$ cat config.mk
export PLATFORM = sky130hd
export DESIGN_NAME = float_subtractor_bf16_seq
export DESIGN_NICKNAME = d
export VERILOG_FILES = /design/src/rtl/float_subtractor_bf16_seq.sv
export SDC_FILE = /design/constraint.sdc
export NUM_CORES = 1
export LEC_CHECK = 0
export CORE_ASPECT_RATIO = 1.2
export CORE_MARGIN = 1
export CORE_UTILIZATION = 65
export DETAILED_ROUTE_END_ITERATION = 6
export PLACE_DENSITY = 0.95
export SYNTH_ARGS = -nofsm -noshare
export SYNTH_HDL_FRONTEND = slang
export SYNTH_SLANG_ARGS = --single-unit
$ cat constraint.sdc
create_clock -name clock -period 5.5 [get_ports clock]
set_clock_uncertainty 0.1 [all_clocks]
set_input_delay 1.1 -clock clock [delete_from_list [all_inputs] [get_ports clock]]
set_output_delay 1.1 -clock clock [all_outputs]
set_load 0.01 [all_outputs]
$ cat src/rtl/float_subtractor_bf16_seq.sv
// Multi-cycle bf16 subtractor: y = a - b, flush-to-zero, round-to-nearest-even.
// One operation in flight; NORM shifts one bit per cycle.
module float_subtractor_bf16_seq (
  input  logic        clock,
  input  logic        reset,
  input  logic [15:0] a,
  input  logic [15:0] b,
  input  logic        in_valid,
  output logic        in_ready,
  output logic [15:0] y,
  output logic        out_valid,
  input  logic        out_ready
);

  typedef enum logic [2:0] {
    IDLE, ALIGN, ADDSUB, NORM, ROUND, DONE
  } state_t;

  state_t state_q, state_d;

  logic              sa_q, sb_q, s_q, nan_q;
  logic signed [9:0] ea_q, eb_q, e_q;
  logic [11:0]       ma_q, mb_q, m_q;

  logic              a_big;
  logic [9:0]        ediff;
  logic [3:0]        sh;
  logic [11:0]       small_m, lost, aligned;
  logic              norm_exit;
  logic              up;
  logic [8:0]        rnd;
  logic [6:0]        frac;
  logic signed [9:0] e_r;
  logic [15:0]       y_next;

  // Mantissa layout: {carry, hidden, frac[6:0], guard, round, sticky}
  always_comb begin
    a_big   = (ea_q >= eb_q);
    ediff   = a_big ? 10'(ea_q - eb_q) : 10'(eb_q - ea_q);
    sh      = (ediff > 10'd11) ? 4'd11 : ediff[3:0];
    small_m = a_big ? mb_q : ma_q;
    lost    = small_m & ~(12'hFFF << sh);
    aligned = (small_m >> sh) | {11'd0, |lost};
  end

  always_comb begin
    norm_exit = nan_q || (m_q == 12'd0) || (e_q <= 10'sd0) ||
                (!m_q[11] && m_q[10]);
  end

  always_comb begin
    up  = m_q[2] & (m_q[1] | m_q[0] | m_q[3]);
    rnd = m_q[11:3] + {8'd0, up};
    if (rnd[8]) begin
      frac = rnd[7:1];
      e_r  = e_q + 10'sd1;
    end else begin
      frac = rnd[6:0];
      e_r  = e_q;
    end
    if (nan_q)
      y_next = 16'h7FC0;
    else if (m_q == 12'd0)
      y_next = 16'h0000;
    else if (e_r >= 10'sd255)
      y_next = {s_q, 8'hFF, 7'd0};
    else
      y_next = {s_q, e_r[7:0], frac};
  end

  always_comb begin
    state_d = state_q;
    unique case (state_q)
      IDLE:    if (in_valid) state_d = ALIGN;
      ALIGN:   state_d = ADDSUB;
      ADDSUB:  state_d = NORM;
      NORM:    if (norm_exit) state_d = ROUND;
      ROUND:   state_d = DONE;
      DONE:    if (out_ready) state_d = IDLE;
      default: state_d = IDLE;
    endcase
  end

  always_ff @(posedge clock) begin
    if (reset) state_q <= IDLE;
    else       state_q <= state_d;
  end

  always_ff @(posedge clock) begin
    if (reset) begin
      sa_q  <= 1'b0;
      sb_q  <= 1'b0;
      s_q   <= 1'b0;
      nan_q <= 1'b0;
      ea_q  <= '0;
      eb_q  <= '0;
      e_q   <= '0;
      ma_q  <= '0;
      mb_q  <= '0;
      m_q   <= '0;
      y     <= '0;
    end else begin
      unique case (state_q)
        IDLE: if (in_valid) begin
          sa_q  <= a[15];
          sb_q  <= ~b[15];
          ea_q  <= {2'b00, a[14:7]};
          eb_q  <= {2'b00, b[14:7]};
          ma_q  <= (a[14:7] == 8'd0) ? 12'd0 : {2'b01, a[6:0], 3'd0};
          mb_q  <= (b[14:7] == 8'd0) ? 12'd0 : {2'b01, b[6:0], 3'd0};
          nan_q <= (a[14:7] == 8'hFF) || (b[14:7] == 8'hFF);
        end
        ALIGN: begin
          if (a_big) begin
            mb_q <= aligned;
            e_q  <= ea_q;
          end else begin
            ma_q <= aligned;
            e_q  <= eb_q;
          end
        end
        ADDSUB: begin
          if (sa_q == sb_q) begin
            m_q <= ma_q + mb_q;
            s_q <= sa_q;
          end else if (ma_q > mb_q) begin
            m_q <= ma_q - mb_q;
            s_q <= sa_q;
          end else if (mb_q > ma_q) begin
            m_q <= mb_q - ma_q;
            s_q <= sb_q;
          end else begin
            m_q <= 12'd0;
            s_q <= 1'b0;
          end
        end
        NORM: begin
          if (nan_q) begin
            m_q <= m_q;
          end else if (m_q == 12'd0) begin
            s_q <= 1'b0;
          end else if (e_q <= 10'sd0) begin
            m_q <= 12'd0;
            s_q <= 1'b0;
          end else if (m_q[11]) begin
            m_q <= {1'b0, m_q[11:2], m_q[1] | m_q[0]};
            e_q <= e_q + 10'sd1;
          end else if (!m_q[10]) begin
            m_q <= {m_q[10:0], 1'b0};
            e_q <= e_q - 10'sd1;
          end
        end
        ROUND:   y <= y_next;
        default: ;
      endcase
    end
  end

  assign in_ready  = (state_q == IDLE);
  assign out_valid = (state_q == DONE);

endmodule

==> results.toml <==
[synth]
yosysWarnings = 0
async_flop_share_pct = 0
yosys.cell_types.count = 79
synth_edf_count = 0
ys_ff_latch = 85
ys.flop_type = "dfxtp_1"
avgSynthCellArea_um2 = 6.987
synth_top_cell_by_area = "dfxtp_1"
synth_nets = 1264
synth_cells = 1168
ys_seq_area_share_pct = 20.85
synthTopCellsByArea = "dfxtp_1, a21oi_1, ha_1"
synth_area_mm2 = 0.008160
netlist.area_leader.share_pct = 20.85

[floorplanning]
core_area_mm2 = 0.01217
num_rows = 44
io_pins = 54
start_util_pct = 67.07
die-area_mm2 = 0.01301
die_width_um = 104.3
dieHeight_um = 124.7

[pwr]
p_sw_share_pct = 46.41
totalPowerFinal_w = 0.003272
seqPwrFrac_pct = 24.4
pwr-share-clk_pct = 20.4
combPwrFrac_pct = 55.2
switchingPower_w = 0.001519
p_int_w = 0.001753
p_leak_nw = 3.336
power_per_cell_area_mw_per_mm2 = 363.9
ir_worst_vdd_mv = 0.1804

[critical_path]
cp_num_buf_inv = 1
path_cells = "ha_1 > inv_1 > fa_1 > and2b_1 > or2_0 > maj3_1 > a2bb2oi_1 > o32a_2 > nor2_1 > mux4_2 > nor2_1 > o21ai_0 > a221oi_1"
critical_path_required_ps = 5650
crit_family = "simple AND/OR/NAND/NOR gates"
arrival_ps = 4660
critPathCaptureType = "register"
crit_type = "reg -> reg"
slowest_stage = "nor2_1"
path_max_fanout = 12
path_common_cell = "nor2_1"
cpPeakStageDelay_ps = 630
start_kind = "register"

[global_route]
grt_max_degree = 60
grt_pass1_wl_um = 41100
antenna_found_initial = 0
grt_usage_pct = 38.30
grt_pass1_vias = 8405
use_met1_pct = 45.00
grtUsageMet2_pct = 65.45
busiest_layer = "met2"
grt.overflow.total = 0
grt_use_met3_pct = 6.541

[route]
drc_errors = 0
dr.pass1.iters = 7
routed_wl_um = 25130
routed_via_density = 6.759
wl_per_cell_um = 18.83
num_vias = 9023
postRouteAntennaNets = 0
drt_iter0_markers = 897

[cts]
cts_made_buffers = 9
htree_levels = 3
post_cts.repair.setup_buffers = 0
clk_path_buf_depth = 2
ctsResizeCount = 0
clkTransAtPathRegs_ps = 70
cts_tree = "built"
root_buffer = "clkbuf_16"
holdBufCountCts = 0
clk_latency_ps = 350
cts.sink_count = 85

[run]
cap_violations = 0

[sta]
finalMaxSlewViolations = 0
finalSetupViolations = 0
post-route-min-period_ps = 4513
hold_viol_final = 0
finalSetupTns_ps = 0
max_freq_mhz = 221.6
tightest_slew_ps = 911.2
slew_headroom_pct = 39.25
grt_setup_unrepaired = "false"
min_period_over_period_pct = 82.05

[place]
portBuffers = 53
gp_congestion = 0.9817
dp_hpwl_um = 18310

[finish]
finalNetCount = 1265
multi_input_area_mm2 = 0.005856
diodes = 0
drive_above_1_share_pct = 4.514
area_growth_pct = 10.18
fill_cells = 952
final-seq-area_mm2 = 0.001702

[min_path]
hold_path_class = "reg -> reg"

[run_status]
status = "finished, final reports clean"
## state kept, by name, summed over array words and instances, names as in the netlist
register and count:
state_q 3, sa_q 1, ma_q 12, e_q 10
y 16, m_q 12, nan_q 1, eb_q 8
sb_q 1, ea_q 8, s_q 1, mb_q 12
## stage by stage
step	util (%)	std cells	hold WS [ps]	worst slack, ps	cell area (um^2)
after floorplan	-	1168	332.2	1945	8160
after global placement	71.30	1319	332.9	1224	8675
after detailed placement	71.30	1319	350.8	1137	8675
after CTS	73.90	1335	358.2	1099	8991
after global routing	73.90	1335	393.8	767.5	8991
final	73.90	1335	359.0	987.3	8991
## tightest hold or removal path: cells and delay by family, from the launching register on
| kind | cells | cell delay (ps) |
|---|---|---|
| AND/OR/NAND/NOR | 1 | 40 |
| AO/OA/AOI/OAI | 1 | 60 |
| flip-flops | 1 | 320 |
## cell families (layout without fill, tap and decap cells)
family                   count (synthesis)  count (layout)  share of synthesized area, %
flip-flops                              85              85                         20.85
AND/OR/NAND/NOR                        421             421                         25.25
XOR/XNOR                                27              27                         2.898
buffers and inverters                  150             156                         7.390
AO/OA/AOI/OAI                          415             415                         32.57
adder cells (fa/ha/maj)                 61              61                         9.782
multiplexers                             9               9                         1.257
## synthesized netlist by cell type (all sizes together), types with 5 or more instances
cell type / instances
a21oi: 143
nand2: 135
nor2: 87
dfxtp: 85
o21ai: 83
inv: 70
clkbuf: 65
ha: 55
nor3: 53
a211oi: 30
a21o: 25
nand2b: 20
nand3: 20
nand4: 19
and2: 18
a221oi: 16
buf: 15
xnor2: 15
nor2b: 14
a31oi: 13
nor4: 13
o22ai: 13
and3: 12
xor2: 12
a22oi: 11
a221o: 8
mux2i: 8
a211o: 7
nor3b: 7
o211ai: 7
a311oi: 6
o221ai: 6
fa: 5
o21bai: 5
or2: 5
or3: 5
## layer usage
metal  vias to the layer above  share of wire [%]  routed length [um]
li1                       4252                  -                   -
met1                      4112                 39                9784
met2                       541                 48               12100
met3                       118                7.8                1969
met4                         0                5.1                1275
met5                         -                  0                   0
## power by group through the flow
| stage | sequential, W | clock (W) | combinational [W] |
|---|---|---|---|
| 6_report | 0.000798 | 0.000667 | 0.00181 |
| 5_1_grt | 0.000805 | 0.000693 | 0.00196 |
| 4_1_cts | 0.000790 | 0.000663 | 0.00174 |
| 3_5_place_dp | 0.000803 | 0 | 0.00172 |
| 3_3_place_gp | 0.000799 | 0 | 0.00170 |
| 2_1_floorplan | 0.000748 | 0 | 0.00136 |
## worst paths after layout
path | startpoint | to | slack [ps] | cells past startpoint
worst max-delay path | ea_q[0] | mb_q[6] | 990 | 13
worst min-delay path | y[0] | y[0] | 360 | 2
worst max register to register | ea_q[0] | mb_q[6] | 990 | 13
worst min register to register | y[0] | y[0] | 360 | 2
## cells in the final DEF (no fill, tap or decap), drive strengths merged, types with 12 or more instances in the layout
| cell | n |
|---|---|
| nand3 | 20 |
| nor4 | 13 |
| nand4 | 19 |
| and2 | 18 |
| a21oi | 143 |
| ha | 55 |
| xor2 | 12 |
| a211oi | 30 |
| buf | 18 |
| dfxtp | 85 |
| a31oi | 13 |
| o21ai | 83 |
| nor3 | 53 |
| o22ai | 13 |
| nor2 | 87 |
| xnor2 | 15 |
| nand2b | 20 |
| a21o | 25 |
| nand2 | 135 |
| a221oi | 16 |
| and3 | 12 |
| clkdlybuf4s50 | 52 |
| nor2b | 14 |
| inv | 71 |
## layout make-up
class / count / share of cell area (%)
multi-input combinational: 933 / 65.13
sequential: 85 / 18.93
clock inverter: 5 / 0.9324
timing repair buffer: 70 / 7.264
clock buffer: 11 / 2.588
inverter: 70 / 2.922
tap: 161 / 2.240
Power figures use the tool's default switching activity.
